[src/rtl/mul_arbiter_pkg.sv]
// Shared types and defaults for the multiplier arbiter slice.
package mul_arbiter_pkg;

    // Arbiter sequencer states
    typedef enum logic [1:0] {
        ST_IDLE = 2'd0,
        ST_WAIT = 2'd1,
        ST_RESP = 2'd2
    } arb_state_e;

    localparam int W_OPER      = 20;
    localparam int W_PROD      = 40;
    localparam int TIMEOUT_DEF = 63;

    // Modulo-n add for indices already below n (one subtraction is enough).
    function automatic logic [31:0] wrap_add(input logic [31:0] base,
                                             input logic [31:0] off,
                                             input logic [31:0] n);
        logic [31:0] sum_v;
        sum_v = base + off;
        return (sum_v >= n) ? (sum_v - n) : sum_v;
    endfunction

endpackage

[src/rtl/mul_arbiter_if.sv]
// Requester and multiplier bus of the shared-multiplier arbiter.
interface mul_arbiter_if
    import mul_arbiter_pkg::*;
#(
    parameter int NREQ = 2,
    parameter int W    = W_OPER,
    parameter int PW   = W_PROD
);
    logic [NREQ-1:0]   req;
    logic [NREQ*W-1:0] req_a;
    logic [NREQ*W-1:0] req_b;
    logic [NREQ-1:0]   gnt;
    logic [NREQ-1:0]   rsp_valid;
    logic [PW-1:0]     rsp_p;
    logic              rsp_err;
    logic              busy;
    logic              mul_start;
    logic [W-1:0]      mul_a;
    logic [W-1:0]      mul_b;
    logic              mul_busy;
    logic              mul_done;
    logic [PW-1:0]     mul_result;

    // Arbiter side
    modport master (
        input  req, req_a, req_b, mul_busy, mul_done, mul_result,
        output gnt, rsp_valid, rsp_p, rsp_err, busy, mul_start, mul_a, mul_b
    );

    // Requesters plus multiplier side
    modport slave (
        output req, req_a, req_b, mul_busy, mul_done, mul_result,
        input  gnt, rsp_valid, rsp_p, rsp_err, busy, mul_start, mul_a, mul_b
    );
endinterface

[src/rtl/mul_arbiter_rr_pick.sv]
// Combinational round-robin priority encoder: first set request at or
// above rr_ptr, wrapping modulo NREQ.
module rr_pick
    import mul_arbiter_pkg::*;
#(
    parameter int NREQ = 2,
    parameter int PTRW = (NREQ > 1) ? $clog2(NREQ) : 1
) (
    input  logic [NREQ-1:0] req,
    input  logic [PTRW-1:0] rr_ptr,
    output logic            valid,
    output logic [PTRW-1:0] winner
);

    logic [PTRW-1:0] idx_s;

    // Scan from the farthest offset down so the nearest hit is written last
    always_comb begin
        valid  = 1'b0;
        winner = '0;
        idx_s  = '0;
        for (int i = NREQ - 1; i >= 0; i--) begin
            idx_s  = PTRW'(wrap_add(32'(rr_ptr), 32'(i), 32'(NREQ)));
            winner = req[idx_s] ? idx_s : winner;
            valid  = valid | req[idx_s];
        end
    end

endmodule

[src/rtl/mul_arbiter.sv]
// Round-robin arbiter/sequencer sharing one slowmpy multiplier between
// NREQ requesters, with a watchdog that answers with an error response
// when the multiplier never reports done.
module mul_arbiter
    import mul_arbiter_pkg::*;
#(
    parameter int NREQ    = 2,
    parameter int W       = W_OPER,
    parameter int PW      = W_PROD,
    parameter int TIMEOUT = TIMEOUT_DEF
) (
    input  logic          clk,
    input  logic          reset,
    mul_arbiter_if.master bus
);

    localparam int PTRW = (NREQ > 1) ? $clog2(NREQ) : 1;
    localparam int CW   = $clog2(TIMEOUT + 1);
    localparam logic [CW-1:0] TIMEOUT_C = CW'(TIMEOUT);

    arb_state_e      state_r, state_s;
    logic [PTRW-1:0] rr_ptr_r, rr_ptr_s;
    logic [PTRW-1:0] winner_r, winner_s;
    logic [CW-1:0]   cnt_r, cnt_s;
    logic [NREQ-1:0] gnt_r, gnt_s;
    logic            mul_start_r, mul_start_s;
    logic [W-1:0]    mul_a_r, mul_a_s;
    logic [W-1:0]    mul_b_r, mul_b_s;
    logic [NREQ-1:0] rsp_valid_r, rsp_valid_s;
    logic [PW-1:0]   rsp_p_r, rsp_p_s;
    logic            rsp_err_r, rsp_err_s;
    logic            busy_r, busy_s;

    logic            pick_valid_s;
    logic [PTRW-1:0] pick_idx_s;
    logic [W-1:0]    sel_a_s, sel_b_s;

    function automatic logic [NREQ-1:0] to_onehot(input logic [PTRW-1:0] idx);
        logic [NREQ-1:0] v;
        for (int k = 0; k < NREQ; k++) begin
            v[k] = (idx == PTRW'(k));
        end
        return v;
    endfunction

    rr_pick #(
        .NREQ (NREQ),
        .PTRW (PTRW)
    ) u_pick (
        .req    (bus.req),
        .rr_ptr (rr_ptr_r),
        .valid  (pick_valid_s),
        .winner (pick_idx_s)
    );

    // Operand mux: slice of the candidate winner, captured only at grant
    always_comb begin
        sel_a_s = '0;
        sel_b_s = '0;
        for (int k = 0; k < NREQ; k++) begin
            sel_a_s = (pick_idx_s == PTRW'(k)) ? bus.req_a[k*W +: W] : sel_a_s;
            sel_b_s = (pick_idx_s == PTRW'(k)) ? bus.req_b[k*W +: W] : sel_b_s;
        end
    end

    // Next state plus next values of every registered output
    always_comb begin
        state_s     = state_r;
        rr_ptr_s    = rr_ptr_r;
        winner_s    = winner_r;
        cnt_s       = cnt_r;
        gnt_s       = '0;
        mul_start_s = 1'b0;
        mul_a_s     = mul_a_r;
        mul_b_s     = mul_b_r;
        rsp_valid_s = '0;
        rsp_p_s     = rsp_p_r;
        rsp_err_s   = rsp_err_r;
        busy_s      = 1'b0;
        case (state_r)
            ST_IDLE: begin
                // A busy multiplier defers arbitration; requests simply wait
                if (pick_valid_s && !bus.mul_busy) begin
                    state_s     = ST_WAIT;
                    winner_s    = pick_idx_s;
                    gnt_s       = to_onehot(pick_idx_s);
                    mul_start_s = 1'b1;
                    mul_a_s     = sel_a_s;
                    mul_b_s     = sel_b_s;
                end else begin
                    state_s = ST_IDLE;
                end
            end
            ST_WAIT: begin
                // Done takes precedence over a simultaneous timeout
                if (bus.mul_done) begin
                    state_s     = ST_RESP;
                    rsp_p_s     = bus.mul_result;
                    rsp_err_s   = 1'b0;
                    rsp_valid_s = to_onehot(winner_r);
                end else if (cnt_r == TIMEOUT_C) begin
                    state_s     = ST_RESP;
                    rsp_p_s     = '0;
                    rsp_err_s   = 1'b1;
                    rsp_valid_s = to_onehot(winner_r);
                end else begin
                    cnt_s = cnt_r + CW'(1);
                end
            end
            ST_RESP: begin
                // Response pulse is on the wire this cycle; rotate priority
                state_s  = ST_IDLE;
                rr_ptr_s = PTRW'(wrap_add(32'(winner_r), 32'd1, 32'(NREQ)));
                cnt_s    = '0;
            end
            default: begin
                state_s = ST_IDLE;
                cnt_s   = '0;
            end
        endcase
        busy_s = (state_s != ST_IDLE);
    end

    // State register
    always_ff @(posedge clk or posedge reset) begin
        if (reset) begin
            state_r <= ST_IDLE;
        end else begin
            state_r <= state_s;
        end
    end

    // Datapath, watchdog and output registers; reset abandons any job
    always_ff @(posedge clk or posedge reset) begin
        if (reset) begin
            rr_ptr_r    <= '0;
            winner_r    <= '0;
            cnt_r       <= '0;
            gnt_r       <= '0;
            mul_start_r <= 1'b0;
            mul_a_r     <= '0;
            mul_b_r     <= '0;
            rsp_valid_r <= '0;
            rsp_p_r     <= '0;
            rsp_err_r   <= 1'b0;
            busy_r      <= 1'b0;
        end else begin
            rr_ptr_r    <= rr_ptr_s;
            winner_r    <= winner_s;
            cnt_r       <= cnt_s;
            gnt_r       <= gnt_s;
            mul_start_r <= mul_start_s;
            mul_a_r     <= mul_a_s;
            mul_b_r     <= mul_b_s;
            rsp_valid_r <= rsp_valid_s;
            rsp_p_r     <= rsp_p_s;
            rsp_err_r   <= rsp_err_s;
            busy_r      <= busy_s;
        end
    end

    assign bus.gnt       = gnt_r;
    assign bus.mul_start = mul_start_r;
    assign bus.mul_a     = mul_a_r;
    assign bus.mul_b     = mul_b_r;
    assign bus.rsp_valid = rsp_valid_r;
    assign bus.rsp_p     = rsp_p_r;
    assign bus.rsp_err   = rsp_err_r;
    assign bus.busy      = busy_r;

endmodule

[src/flat_wrapper.sv]
// flat-port wrapper written by rule: the top's interface ports become plain ports
module mul_arbiter_flat import mul_arbiter_pkg::*;
#(
    parameter int NREQ    = 2,
    parameter int W       = W_OPER,
    parameter int PW      = W_PROD,
    parameter int TIMEOUT = TIMEOUT_DEF
)
  (clk, reset, bus_req, bus_req_a, bus_req_b, bus_mul_busy, bus_mul_done, bus_mul_result, bus_gnt, bus_rsp_valid, bus_rsp_p, bus_rsp_err, bus_busy, bus_mul_start, bus_mul_a, bus_mul_b);
  mul_arbiter_if #(.NREQ(NREQ), .W(W), .PW(PW)) bus_i ();
  input  logic clk;
  input  logic reset;
  input wire logic [$bits(bus_i.req)-1:0] bus_req;
  input wire logic [$bits(bus_i.req_a)-1:0] bus_req_a;
  input wire logic [$bits(bus_i.req_b)-1:0] bus_req_b;
  input wire logic [$bits(bus_i.mul_busy)-1:0] bus_mul_busy;
  input wire logic [$bits(bus_i.mul_done)-1:0] bus_mul_done;
  input wire logic [$bits(bus_i.mul_result)-1:0] bus_mul_result;
  output wire logic [$bits(bus_i.gnt)-1:0] bus_gnt;
  output wire logic [$bits(bus_i.rsp_valid)-1:0] bus_rsp_valid;
  output wire logic [$bits(bus_i.rsp_p)-1:0] bus_rsp_p;
  output wire logic [$bits(bus_i.rsp_err)-1:0] bus_rsp_err;
  output wire logic [$bits(bus_i.busy)-1:0] bus_busy;
  output wire logic [$bits(bus_i.mul_start)-1:0] bus_mul_start;
  output wire logic [$bits(bus_i.mul_a)-1:0] bus_mul_a;
  output wire logic [$bits(bus_i.mul_b)-1:0] bus_mul_b;
  assign bus_i.req = bus_req;
  assign bus_i.req_a = bus_req_a;
  assign bus_i.req_b = bus_req_b;
  assign bus_i.mul_busy = bus_mul_busy;
  assign bus_i.mul_done = bus_mul_done;
  assign bus_i.mul_result = bus_mul_result;
  assign bus_gnt = bus_i.gnt;
  assign bus_rsp_valid = bus_i.rsp_valid;
  assign bus_rsp_p = bus_i.rsp_p;
  assign bus_rsp_err = bus_i.rsp_err;
  assign bus_busy = bus_i.busy;
  assign bus_mul_start = bus_i.mul_start;
  assign bus_mul_a = bus_i.mul_a;
  assign bus_mul_b = bus_i.mul_b;
  mul_arbiter #(.NREQ(NREQ), .W(W), .PW(PW), .TIMEOUT(TIMEOUT)) u_core (.clk(clk), .reset(reset), .bus(bus_i));
endmodule
[config.mk]
export PLATFORM = sky130hd
export DESIGN_NAME = mul_arbiter_flat
export DESIGN_NICKNAME = d
export VERILOG_FILES = /design/src/rtl/mul_arbiter_pkg.sv /design/src/rtl/mul_arbiter_if.sv /design/src/rtl/mul_arbiter_rr_pick.sv /design/src/rtl/mul_arbiter.sv /design/src/flat_wrapper.sv
export SDC_FILE = /design/constraint.sdc
export NUM_CORES = 1
export LEC_CHECK = 0
export BUFFER_PORTS_ARGS = -buffer_cell sky130_fd_sc_hd__clkbuf_2
export CAP_MARGIN = 20
export CORE_MARGIN = 10
export CORE_UTILIZATION = 49
export CTS_CLUSTER_SIZE = 20
export DETAILED_ROUTE_END_ITERATION = 12
export GPL_TIMING_DRIVEN = 0
export PLACE_DENSITY = 0.85
export SKIP_LAST_GASP = 1
export SLEW_MARGIN = 20
export SYNTH_ARGS = -nofsm -noshare
export SYNTH_HDL_FRONTEND = slang
export SYNTH_HIERARCHICAL = 1
export SYNTH_SLANG_ARGS = --single-unit
[constraint.sdc]
create_clock -name clk -period 7.1 [get_ports clk]
set_input_delay 1.42 -clock clk [delete_from_list [all_inputs] [get_ports clk]]
set_output_delay 1.42 -clock clk [all_outputs]
set_load 0.02 [all_outputs]
# Word-level counts from Yosys, hierarchy flattened
# Cells that the tools add are included.
dict set report op_classes {
  addsub 6
  magnitude_cmp 5
  n_eq_ne 5
  muxes 29
  n_bitwise 4
  reduce_logical 8
}
# operator n
set ops {}
lappend ops {{$mux 40} 2}
lappend ops {{$mux 20} 2}
lappend ops {{$mux 1} 14}
lappend ops {{$mux 2} 7}
lappend ops {{$mux 6} 2}
lappend ops {{$pmux 6 s2} 1}
lappend ops {{$add 6x1->6 const B} 1}
lappend ops {{$eq 6x6->1 const B} 1}
lappend ops {{$add 1x1->2 const B} 2}
lappend ops {{$ge 2x2->1 const B} 2}
lappend ops {{$lt 1x2->1 const B} 2}
lappend ops {{$ne 2x2->1 const B} 2}
lappend ops {{$pmux 2 s2} 1}
lappend ops {{$reduce_and 2->1} 2}
lappend ops {{$reduce_bool 2->1} 2}
lappend ops {{$not 1->1} 3}
lappend ops {{$reduce_and 3->1} 1}
lappend ops {{$sub 1x1->1 const B} 3}
lappend ops {{$eq 2x1->1 const B} 1}
lappend ops {{$eq 2x2->1 const B} 1}
lappend ops {{$ge 1x2->1 const B} 1}
lappend ops {{$logic_not 2->1} 1}
lappend ops {{$logic_and 1x1->1} 1}
lappend ops {{$logic_not 1->1} 1}
lappend ops {{$or 1x1->1} 1}
dict set report totals {
  regBits 97
  inputBits 126
  word_cells 69
}

# Depth between registers and ports, before layout
# Gate-level depths: netlist of run 1.
dict set report depth {
  depth_word 10
  ltp_mapped 6
  depth_no_buf 5
}

# Hierarchy
# The synthesis of run 1 kept the hierarchy.
# mod n_inst cells_per_inst area_each_um2 seq_area_each_um2
set by_module_without_submodules {}
lappend by_module_without_submodules {mul_arbiter 1 416 4246.6 2427.3}
lappend by_module_without_submodules {rr_pick 1 3 17.5 0.0}

# Worst setup path before layout of run 1
# OpenSTA, ideal clock, no wires.
dict set report synth_path {
  kind {input port to flip-flop}
  from {in bus_req[1]}
  to {reg u_core.mul_b_r[10], in the netlist u_core/bus.mul_b[10]}
  setup_ns 0.119
  arrival_time_ns 2.465
  setup_slack_ns 4.516
  stages 5
  path_cell_list {a21boi_1 -> buf_2 -> clkbuf_1 -> mux2i_1 -> o21ai_2}
}
dict set report synth_via {
  elab_chain_len 5
  elab_cells_between_ends 10
}
# element line
set synth_rtl {}
lappend synth_rtl {{from (decl)} flat_wrapper.sv:13} ;# input wire logic [$bits(bus_i.req)-1:0] bus_req;
lappend synth_rtl {{$mux 1 (implied by the code) (2 in a row)} {mul_arbiter_rr_pick.sv:24, mul_arbiter_rr_pick.sv:25}}
lappend synth_rtl {{$mux 1 or $or 1x1->1 (tied branches)} {mul_arbiter_rr_pick.sv:24, mul_arbiter_rr_pick.sv:25}}
lappend synth_rtl {{$mux 1 or $logic_and 1x1->1 (tied branches)} {mul_arbiter_rr_pick.sv:24, mul_arbiter.sv:83}}
lappend synth_rtl {{$mux 20 or $reduce_and 2->1 (tied branches)} n/a}
lappend synth_rtl {{to (signal assigned)} mul_arbiter.sv:154} ;# mul_b_r <= mul_b_s;
lappend synth_rtl {{to (decl)} mul_arbiter.sv:28} ;# logic [W-1:0] mul_b_r, mul_b_s;
# Parallel ways exist; a longest one is shown, timed or not. The select of a mux whose other input is x is not followed.
# A chain may end at the register's enable or synchronous reset.

# Worst setup path in the final report of run 1
dict set report layout_path {
  from {in bus_req[1]}
  to {reg u_core.mul_a_r[8], in the netlist u_core/bus.mul_a[8]}
}
dict set report layout_via {
  elab_chain_len 5
  elab_cells_between_ends 10
}
# element line
set layout_rtl {}
lappend layout_rtl {{$mux 1 (implied by the code) (2 in a row)} mul_arbiter_rr_pick.sv:24} ;# winner = req[idx_s] ? idx_s : winner;
lappend layout_rtl {{$mux 1} mul_arbiter_rr_pick.sv:24}
lappend layout_rtl {{$mux 1 (*)} mul_arbiter_rr_pick.sv:24}
lappend layout_rtl {{named net u_core.pick_idx_s} mul_arbiter.sv:35} ;# logic [PTRW-1:0] pick_idx_s;
lappend layout_rtl {{$mux 20 (*)} mul_arbiter.sv:61} ;# sel_a_s = (pick_idx_s == PTRW'(k)) ? bus.req_a[k*W +: W] : sel_a_s;
lappend layout_rtl {{to (signal assigned)} mul_arbiter.sv:153} ;# mul_a_r <= mul_a_s;
lappend layout_rtl {{to (decl)} mul_arbiter.sv:27} ;# logic [W-1:0] mul_a_r, mul_a_s;
# The timed path passes the listed nets; every way through them passes the cells marked *. The select of a mux whose other input is x is not followed.

==> flow_metrics.tcl, run 1 <==
set metrics [dict create \
    die-width_um 113 \
    grt.overflow.total 0 \
    drt-vias-per-instance 5.20 \
    cp-start-kind "primary input" \
    fp.dieH_um 113 \
    final.period_utilization 0.378 \
    finClkSkew_ns 0.0161 \
    clkTransAtPathRegs_ns 0.08 \
    hold_slack_ns 0.489 \
    worstPathRequired_ns 7.32 \
    drive_above_1_share 0.409 \
    yosys.area.top_type "dfrtp_1" \
    cp_top_family "buffers and inverters" \
    cp.arrival_ns 2.90 \
    grt_max_degree 66 \
    areaGrowthSynthToFinish_pct 33.9 \
    antenna_cells 0 \
    syn_nets 546 \
    die_area_um2 12800 \
    cts_tree "done" \
    syn_avg_cell_area_um2 10.2 \
    status "complete, no violations" \
    cts_buffer_depth 2 \
    hold_viol 0 \
    crit_buf_inv 3 \
    post_cts_buffers 0 \
    vdd_drop_max_mv 0.172 \
    grt-busiest-layer "met2" \
    use_met1 0.219 \
    dp_hpwl_um 10500 \
    coreArea_um2 8340 \
    cts_resized 0 \
    synth_area_leaders "dfrtp_1, nand2_1, mux2i_1, o21ai_0, o21ai_2" \
    grtUsageTotal 0.195 \
    io_buffers 212 \
    clk_latency_ns 0.36 \
    io_pins 213 \
    synth_area_um2 4260 \
    clockRootBuffer "clkbuf_8" \
    worst_slew_pin_slew_ns 0.817 \
    cts_buffers 9 \
    use_met2 0.325 \
    grt_pass1_vias 4223 \
    end_kind "flop" \
    antenna_found_initial 0 \
    crit_chain "clkbuf_2 -> a21boi_1 -> buf_2 -> clkbuf_1 -> mux2i_1 -> o21ai_0" \
    max-slew-margin-rel 0.455 \
    h-tree-depth 3 \
    crit_type "primary input to flop" \
    power.density_nw_per_um2 371 \
    cts_hold_buf 0 \
    drv_cap 0 \
    period_minus_slack_ns 2.68 \
    num_rows 33 \
    final_antenna_net_count 0 \
    wl_per_cell_um 17.1 \
    drt-initial-drc-count 249 \
    first_pass_iters 4 \
    yosys_warnings 6 \
    initial_utilization 0.511 \
    drc 0 \
    cts_sinks 97 \
    ys_seq_area_frac 0.569 \
    fin_nets 770 \
    ys_ff_latch 97 \
    max_freq_mhz 373 \
    globalplace.congestion 0.869 \
    power.leakage_nw 3.02 \
    synth_top_area_share 0.569 \
    setup_viol 0 \
    drv_slew 0 \
    cpPeakStageDelay_ns 0.64 \
    tns_ns 0 \
    cp_max_fo 10 \
    vias 3919 \
    hp-class "flop to flop" \
    wirelength_um 12900 \
    synth_cells 419 \
    synthDistinctLibCells 41 \
    grt_use_met3 0.0893 \
    grt_first_pass_wirelength_um 20800 \
    crit_slowest_cell "clkbuf_1" \
    rsz0062_at_grt "false" \
]
[worst paths after layout]
| check | startpoint | end | slack [ns] | cells after the start |
|---|---|---|---|---|
| max | bus_req[1] | u_core/bus.mul_a[8] | 4.42 | 6 |
| min | u_core/bus.mul_b[11] | u_core/bus.mul_b[11] | 0.49 | 2 |
| max reg2reg | u_core/cnt_r[0] | u_core/bus.rsp_p[38] | 5.12 | 5 |
| min reg2reg | u_core/bus.mul_b[11] | u_core/bus.mul_b[11] | 0.49 | 2 |
| max in group asynchronous | reset | u_core/cnt_r[1] | 5.48 | 3 |
| min in group asynchronous | reset | u_core/bus.mul_a[5] | 1.02 | 2 |
[worst reg2reg max path: stages (launching register included)]
cell      delay, ns
dfrtp_1        0.41
ha_1           0.29
nand3_1        0.24
nor3_2         0.41
clkbuf_1       0.33
o21ai_0        0.18
[synth_stat cells]
cell / n
ha_1: 1
buf_1: 1
dfrtp_1: 97
a31oi_1: 1
and4b_1: 1
o21ai_2: 18
buf_2: 3
clkbuf_8: 1
o221ai_1: 2
a21boi_1: 1
nand2b_1: 1
clkbuf_1: 18
and3b_1: 1
a31o_2: 1
o21a_1: 1
nand3b_1: 1
o2111ai_1: 1
o211ai_1: 1
nor3b_1: 1
a311oi_1: 3
a41oi_1: 1
nor3_2: 1
and3_1: 2
or4b_4: 1
a21oi_1: 3
buf_6: 7
nand3_1: 4
clkinv_2: 1
nand2_1: 124
o21ai_0: 63
o31ai_1: 1
nor2b_1: 1
nor2_1: 4
nor3_1: 2
mux2i_1: 40
and4_1: 1
and2_2: 1
or2_1: 1
a21o_2: 1
inv_1: 4
and2_0: 1
[per-layer routing]
layer	routed length, um	up-vias
met5	0	-
met2	6110	199
met4	193	0
li1	-	1869
met3	1550	15
met1	5000	1836
[layout by cell type (no fill, tap or decap), drive strengths merged, types with 3 or more instances in the layout]
cell    netlist  routed
a311oi        3       3
dfrtp        97      97
clkbuf       19     240
buf          11      12
nor2          4       4
inv           4       7
nand2       124     124
mux2i        40      40
clkinv        1       3
a21oi         3       3
o21ai        81      81
nand3         4       4
nor3          3       3
[state kept, by name (all words and copies together) (netlist names)]
| register | count |
|---|---|
| u_core/bus.gnt | 2 |
| u_core/winner_r | 1 |
| u_core/bus.rsp_valid | 2 |
| u_core/bus.mul_start | 1 |
| u_core/bus.rsp_p | 40 |
| u_core/state_r | 2 |
| u_core/bus.rsp_err | 1 |
| u_core/bus.mul_a | 20 |
| u_core/rr_ptr_r | 1 |
| u_core/bus.mul_b | 20 |
| u_core/bus.busy | 1 |
| u_core/cnt_r | 6 |
[cell type report]
cell class	instances	area, um^2
fill	667	2630
inverter	5	25.0
clock buffer	9	124
sequential	97	2430
timing repair buffer	213	1090
multi-input combinational	287	1640
tap	105	131
buffer	30	179
clock inverter	7	98.8
[report_power, final]
| group | switching (mW) | internal, mW |
|---|---|---|
| clock | 0.194 | 0.202 |
| combinational | 0.556 | 0.292 |
| sequential | 0.118 | 0.755 |
| total | 0.869 | 1.25 |
[stage by stage]
step	power (mW)	area (um^2)	utilization	setup slack [ns]	std cells
global route	2.26	5710	0.685	4.36	753
detailed placement	1.75	5490	0.658	4.05	737
finish	2.12	5710	0.685	4.42	753
CTS	2.14	5710	0.685	4.43	753
global placement	1.71	5460	0.654	2.18	736
floorplan	1.39	4260	-	3.15	419
[kinds of logic after synthesis]
| kind of cell | share of synthesized area |
|---|---|
| DFF | 0.569 |
| buffers and inverters | 0.0467 |
| adders and majority gates | 0.00293 |
| muxes | 0.0939 |
| and+or+nand+nor | 0.146 |
| AOI/OAI and AO/OA | 0.141 |
Power figures use the tool's default switching activity.
==> inputs of run 2 (changes only) <==
Settings changed: CORE_UTILIZATION 49 to 46, PLACE_DENSITY 0.85 to 0.8.
Clock period 7.1 ns to 2.7 ns, I/O delays scaled along.
==> run 2 against run 1 <==
Non-clock buffer count grew 2. Setup slack lost 3.8 ns. Final area is 0.28% higher. Worst hold slack got worse by 0.41 ns. Largest cell class unchanged. Critical endpoint is now u_core/bus.rsp_p[36].
==> flow_metrics.tcl, run 2 (same netlist as run 1, synthesis figures left out) <==
set metrics [dict create \
    status "complete, no violations" \
    drv_slew 0 \
    cts_sinks 97 \
    grt_pass1_vias 3921 \
    power.leakage_nw 3.01 \
    cts_buffers 9 \
    final_common_cell "clkbuf_2" \
    power.density_nw_per_um2 957 \
    hp-class "primary input to async pin" \
    io_buffers 212 \
    die-width_um 116 \
    switching_share 0.418 \
    num_rows 35 \
    multi_input_area_um2 1640 \
    wl_per_cell_um 16.9 \
    grtUsageTotal 0.184 \
    place_inst 745 \
    drt-initial-drc-count 263 \
    grt.overflow.total 0 \
    post_cts_buffers 0 \
    utilization 0.626 \
    power_mw 5.48 \
    comb_power_share 0.407 \
    drv_cap 0 \
    drt-vias-per-instance 5.03 \
    fin_cells 761 \
    fin_area_um2 5730 \
    final_antenna_net_count 0 \
    worstPathRequired_ns 2.92 \
    cts_tree "done" \
    clkTransAtPathRegs_ns 0.10 \
    pwr-share-clk 0.174 \
    placed_cell_area_um2 5530 \
    vias 3830 \
    antenna_cells 0 \
    h-tree-depth 3 \
    cts_hold_buf 0 \
    layout_common_cells "clkbuf_2, nand2_1, dfrtp_1" \
    grt_first_pass_wirelength_um 19800 \
    final.period_utilization 0.762 \
    first_pass_iters 4 \
    cp_max_fo 10 \
    areaGrowthSynthToFinish_pct 34.3 \
    cts_buffer_depth 2 \
    fin_nets 772 \
    max_freq_mhz 486 \
    finClkSkew_ns 0.0136 \
    end_kind "flop" \
    crit_type "flop to flop" \
    setup_viol 0 \
    cpPeakStageDelay_ns 0.41 \
    hold_viol 0 \
    coreArea_um2 9150 \
    vdd_drop_max_mv 0.369 \
    switchingPower_mw 2.29 \
    crit_slowest_cell "dfrtp_1" \
    cp-start-kind "flop" \
    drive_above_1_share 0.411 \
    period_minus_slack_ns 2.06 \
    preCtsSetupSlack_ns 0.523 \
    clockRootBuffer "clkbuf_8" \
    max-slew-margin-rel 0.436 \
    globalplace.congestion 0.785 \
    ff_latch_area_um2 2430 \
    worst_slew_pin_slew_ns 0.847 \
    antenna_found_initial 0 \
    cp.arrival_ns 2.28 \
    drc 0 \
    p_int_mw 3.19 \
    die_area_um2 13500 \
    crit_chain "ha_1 -> nand3_1 -> nor3_2 -> clkbuf_1 -> o21ai_0" \
    fp.dieH_um 116 \
    initial_utilization 0.466 \
    fin_ws_ns 0.644 \
    largest_register_ff_count 40 \
    clk_latency_ns 0.36 \
    rsz0062_at_grt "false" \
    dp_hpwl_um 10500 \
    tns_ns 0 \
    wirelength_um 12900 \
    grt_max_degree 35 \
    p_seq_frac 0.419 \
    io_pins 213 \
    hold_slack_ns 0.0750 \
    cts_resized 0 \
    fillers 803 \
]
## run 2: path summary, 6_finish.rpt
path                                      start                   end  slack [ns]  depth (start not counted)
setup / recovery                u_core/cnt_r[0]  u_core/bus.rsp_p[36]        0.64                          5
hold / removal                            reset  u_core/bus.rsp_p[31]        0.08                          2
setup reg to reg                u_core/cnt_r[0]  u_core/bus.rsp_p[36]        0.64                          5
hold reg to reg            u_core/bus.mul_b[16]  u_core/bus.mul_b[16]        0.48                          2
max in group asynchronous                 reset  u_core/bus.rsp_p[11]        2.00                          4
min in group clk             bus_mul_result[25]  u_core/bus.rsp_p[25]        0.38                          3
## run 2: power by group through the flow
stage               Clock (mW)  Combinational (mW)  Sequential (mW)
global placement             0                2.21             2.29
detailed placement           0                2.27             2.33
floorplan                    0               0.742             2.91
finish                   0.955                2.23             2.30
CTS                      0.984                2.27             2.30
global route              1.05                2.44             2.37
## run 2: area by class of cell
cell class | count | area share
inverters | 5 | 0.00415
well taps | 111 | 0.0242
clock buffers | 9 | 0.0216
flip-flops and latches | 97 | 0.424
repair buffers | 215 | 0.196
plain buffers | 30 | 0.0312
clock inverters | 7 | 0.0133
multi-input cells | 287 | 0.286
## run 2: layer usage
layer	vias to the layer above	routed length [um]	GRT usage
li1	1867	-	-
met1	1745	5070	0.211
met2	206	5950	0.299
met3	12	1690	0.0868
met4	0	152	0.0525
met5	-	0	0
## run 2: critical path: cells and delay by family (launching register included)
family / cells / cell delay, ns
AOI/OAI and AO/OA: 1 / 0.18
and+or+nand+nor: 2 / 0.67
DFF: 1 / 0.41
buffers and inverters: 1 / 0.36
adders and majority gates: 1 / 0.31
==> inputs of run 3 (changes only) <==
Settings changed: ABC_AREA set to 1, CORE_UTILIZATION 46 to 45.
Clock period 2.7 ns to 2.14 ns, I/O delays scaled along.
==> run 3 against run 2 <==
Die area shrank 3.1%. Maximum frequency up 24%. Wire length rose by 0.99%. Via count up 1.0%. Critical endpoint is now u_core/bus.rsp_p[5]. Largest cell class unchanged. Largest power group unchanged.
==> flow_metrics.tcl, run 3 <==
set metrics [dict create \
    multi_input_area_um2 1390 \
    final_common_cell "nand2_1" \
    grt_max_degree 33 \
    cp_max_fo 10 \
    ys.flop_type "dfrtp_1" \
    rsz0062_at_grt "false" \
    final.period_utilization 0.778 \
    async_flop_share 1.00 \
    cts_hold_buf 0 \
    fin_nets 819 \
    synth_most_common_cell "nand2_1" \
    io_pins 213 \
    wl_per_cell_um 16.1 \
    hold_viol 0 \
    place_inst 789 \
    crit_slowest_cell "dfrtp_1" \
    setup_viol 0 \
    fin_ws_ns 0.475 \
    synth_top_area_share 0.605 \
    yosys.area.top_type "dfrtp_1" \
    finClkSkew_ns 0.0152 \
    ys_ff_latch 97 \
    fin_area_um2 5500 \
    clk_latency_ns 0.36 \
    yosys_warnings 6 \
    fin_cells 805 \
    preCtsSetupSlack_ns 0.475 \
    clockRootBuffer "clkbuf_8" \
    initial_utilization 0.460 \
    grtUsageTotal 0.194 \
    cp-start-kind "flop" \
    areaGrowthSynthToFinish_pct 37.0 \
    period_minus_slack_ns 1.66 \
    die-width_um 114 \
    max-slew-margin-rel 0.634 \
    cpPeakStageDelay_ns 0.45 \
    fillers 766 \
    clkTransAtPathRegs_ns 0.10 \
    largest_register_ff_count 40 \
    drt-initial-drc-count 371 \
    power.leakage_nw 3.21 \
    r2r-end "u_core/bus.rsp_p[5]" \
    globalplace.congestion 0.852 \
    synth_cells 466 \
    cts_tree "done" \
    cp.arrival_ns 1.95 \
    fp.dieH_um 114 \
    status "complete, no violations" \
    grt_pass1_vias 4119 \
    crit_buf_inv 1 \
    r2r_slack_ns 0.48 \
    crit_chain "ha_1 -> nand3_2 -> nor2_1 -> o21ai_2 -> buf_6 -> nand2_1 -> nand2_1" \
    final_antenna_net_count 0 \
    vias 3869 \
    placed_cell_area_um2 5280 \
    end_kind "flop" \
    post_cts_buffers 0 \
    antenna_found_initial 0 \
    drv_slew 0 \
    cts_buffers 9 \
    drc 0 \
    hold_slack_ns 0.0982 \
    synthDistinctLibCells 21 \
    grt.overflow.total 0 \
    crit_type "flop to flop" \
    ys_seq_area_frac 0.605 \
    cp_top_family "flip-flops" \
    vdd_drop_max_mv 0.678 \
    r2r_start "u_core/cnt_r[0]" \
    drv_cap 0 \
    worst_slew_pin_slew_ns 0.547 \
    syn_nets 593 \
    drive_above_1_share 0.374 \
    crit_path_frequent_cell "nand2_1" \
    grt_first_pass_wirelength_um 20500 \
    synth_edf_count 0 \
    drt-vias-per-instance 4.81 \
    h-tree-depth 3 \
    hp-class "primary input to async pin" \
    first_pass_iters 4 \
    num_rows 34 \
    antenna_cells 0 \
    coreArea_um2 8720 \
    cts_sinks 97 \
    die_area_um2 13100 \
    cts_resized 0 \
    synth_area_um2 4020 \
    worstPathRequired_ns 2.43 \
    cts_buffer_depth 2 \
    power.density_nw_per_um2 1280 \
    layout_common_cells "nand2_1, clkbuf_2, dfrtp_1" \
    syn_avg_cell_area_um2 8.62 \
    tns_ns 0 \
    yosys-top-cells-count "nand2_1, dfrtp_1, nand3_1" \
    reg2reg_depth 7 \
    max_freq_mhz 601 \
    dp_hpwl_um 10600 \
    synth_area_leaders "dfrtp_1, nand2_1, nand3_1, inv_1, buf_2" \
    power_mw 7.03 \
    utilization 0.631 \
    ff_latch_area_um2 2430 \
    io_buffers 212 \
    wirelength_um 13000 \
]
[run 3: final cells by class]
type,instances,area share
tap,108,0.0246
buffer,20,0.0255
clock buffer,10,0.0232
multi-input combinational,334,0.253
inverter,15,0.0109
clock inverter,6,0.0166
timing repair buffer,215,0.205
sequential,97,0.441
[run 3: how the worst max path moves through the flow]
stage	end	cells after the start	slack, ns	from
floorplan	u_core/bus.busy	1	0.56	reset
global placement	u_core/bus.mul_b[15]	2	-0.03	reset
detailed placement	u_core/bus.rsp_p[1]	7	0.48	u_core/cnt_r[0]
CTS	u_core/bus.rsp_p[5]	7	0.45	u_core/cnt_r[0]
global route	u_core/bus.rsp_p[4]	7	0.35	u_core/cnt_r[0]
finish	u_core/bus.rsp_p[5]	7	0.48	u_core/cnt_r[0]
[run 3: routing by layer]
metal | vias to the layer above | share of wire | track usage
met5 | - | 0 | 0
met4 | 0 | 0.016 | 0.0501
met3 | 14 | 0.15 | 0.115
met2 | 186 | 0.47 | 0.322
met1 | 1781 | 0.36 | 0.205
li1 | 1888 | - | -
[run 3: logic make-up (layout without fill, tap and decap cells)]
group                      after synthesis  after routing  share of synthesized area
and+or+nand+nor                        321            321                      0.325
buffers and inverters                   35            266                     0.0489
xor gates and xnor gates                 2              2                    0.00436
DFF                                     97             97                      0.605
AOI/OAI and AO/OA                       10             10                     0.0137
adders and majority gates                1              1                    0.00312
[run 3: power by group]
part / total (mW) / switching, mW / leakage [nW] / internal (mW)
clock network: 1.31 / 0.640 / 0.111 / 0.666
registers: 2.93 / 0.402 / 1.22 / 2.53
logic: 2.79 / 1.86 / 1.88 / 0.934
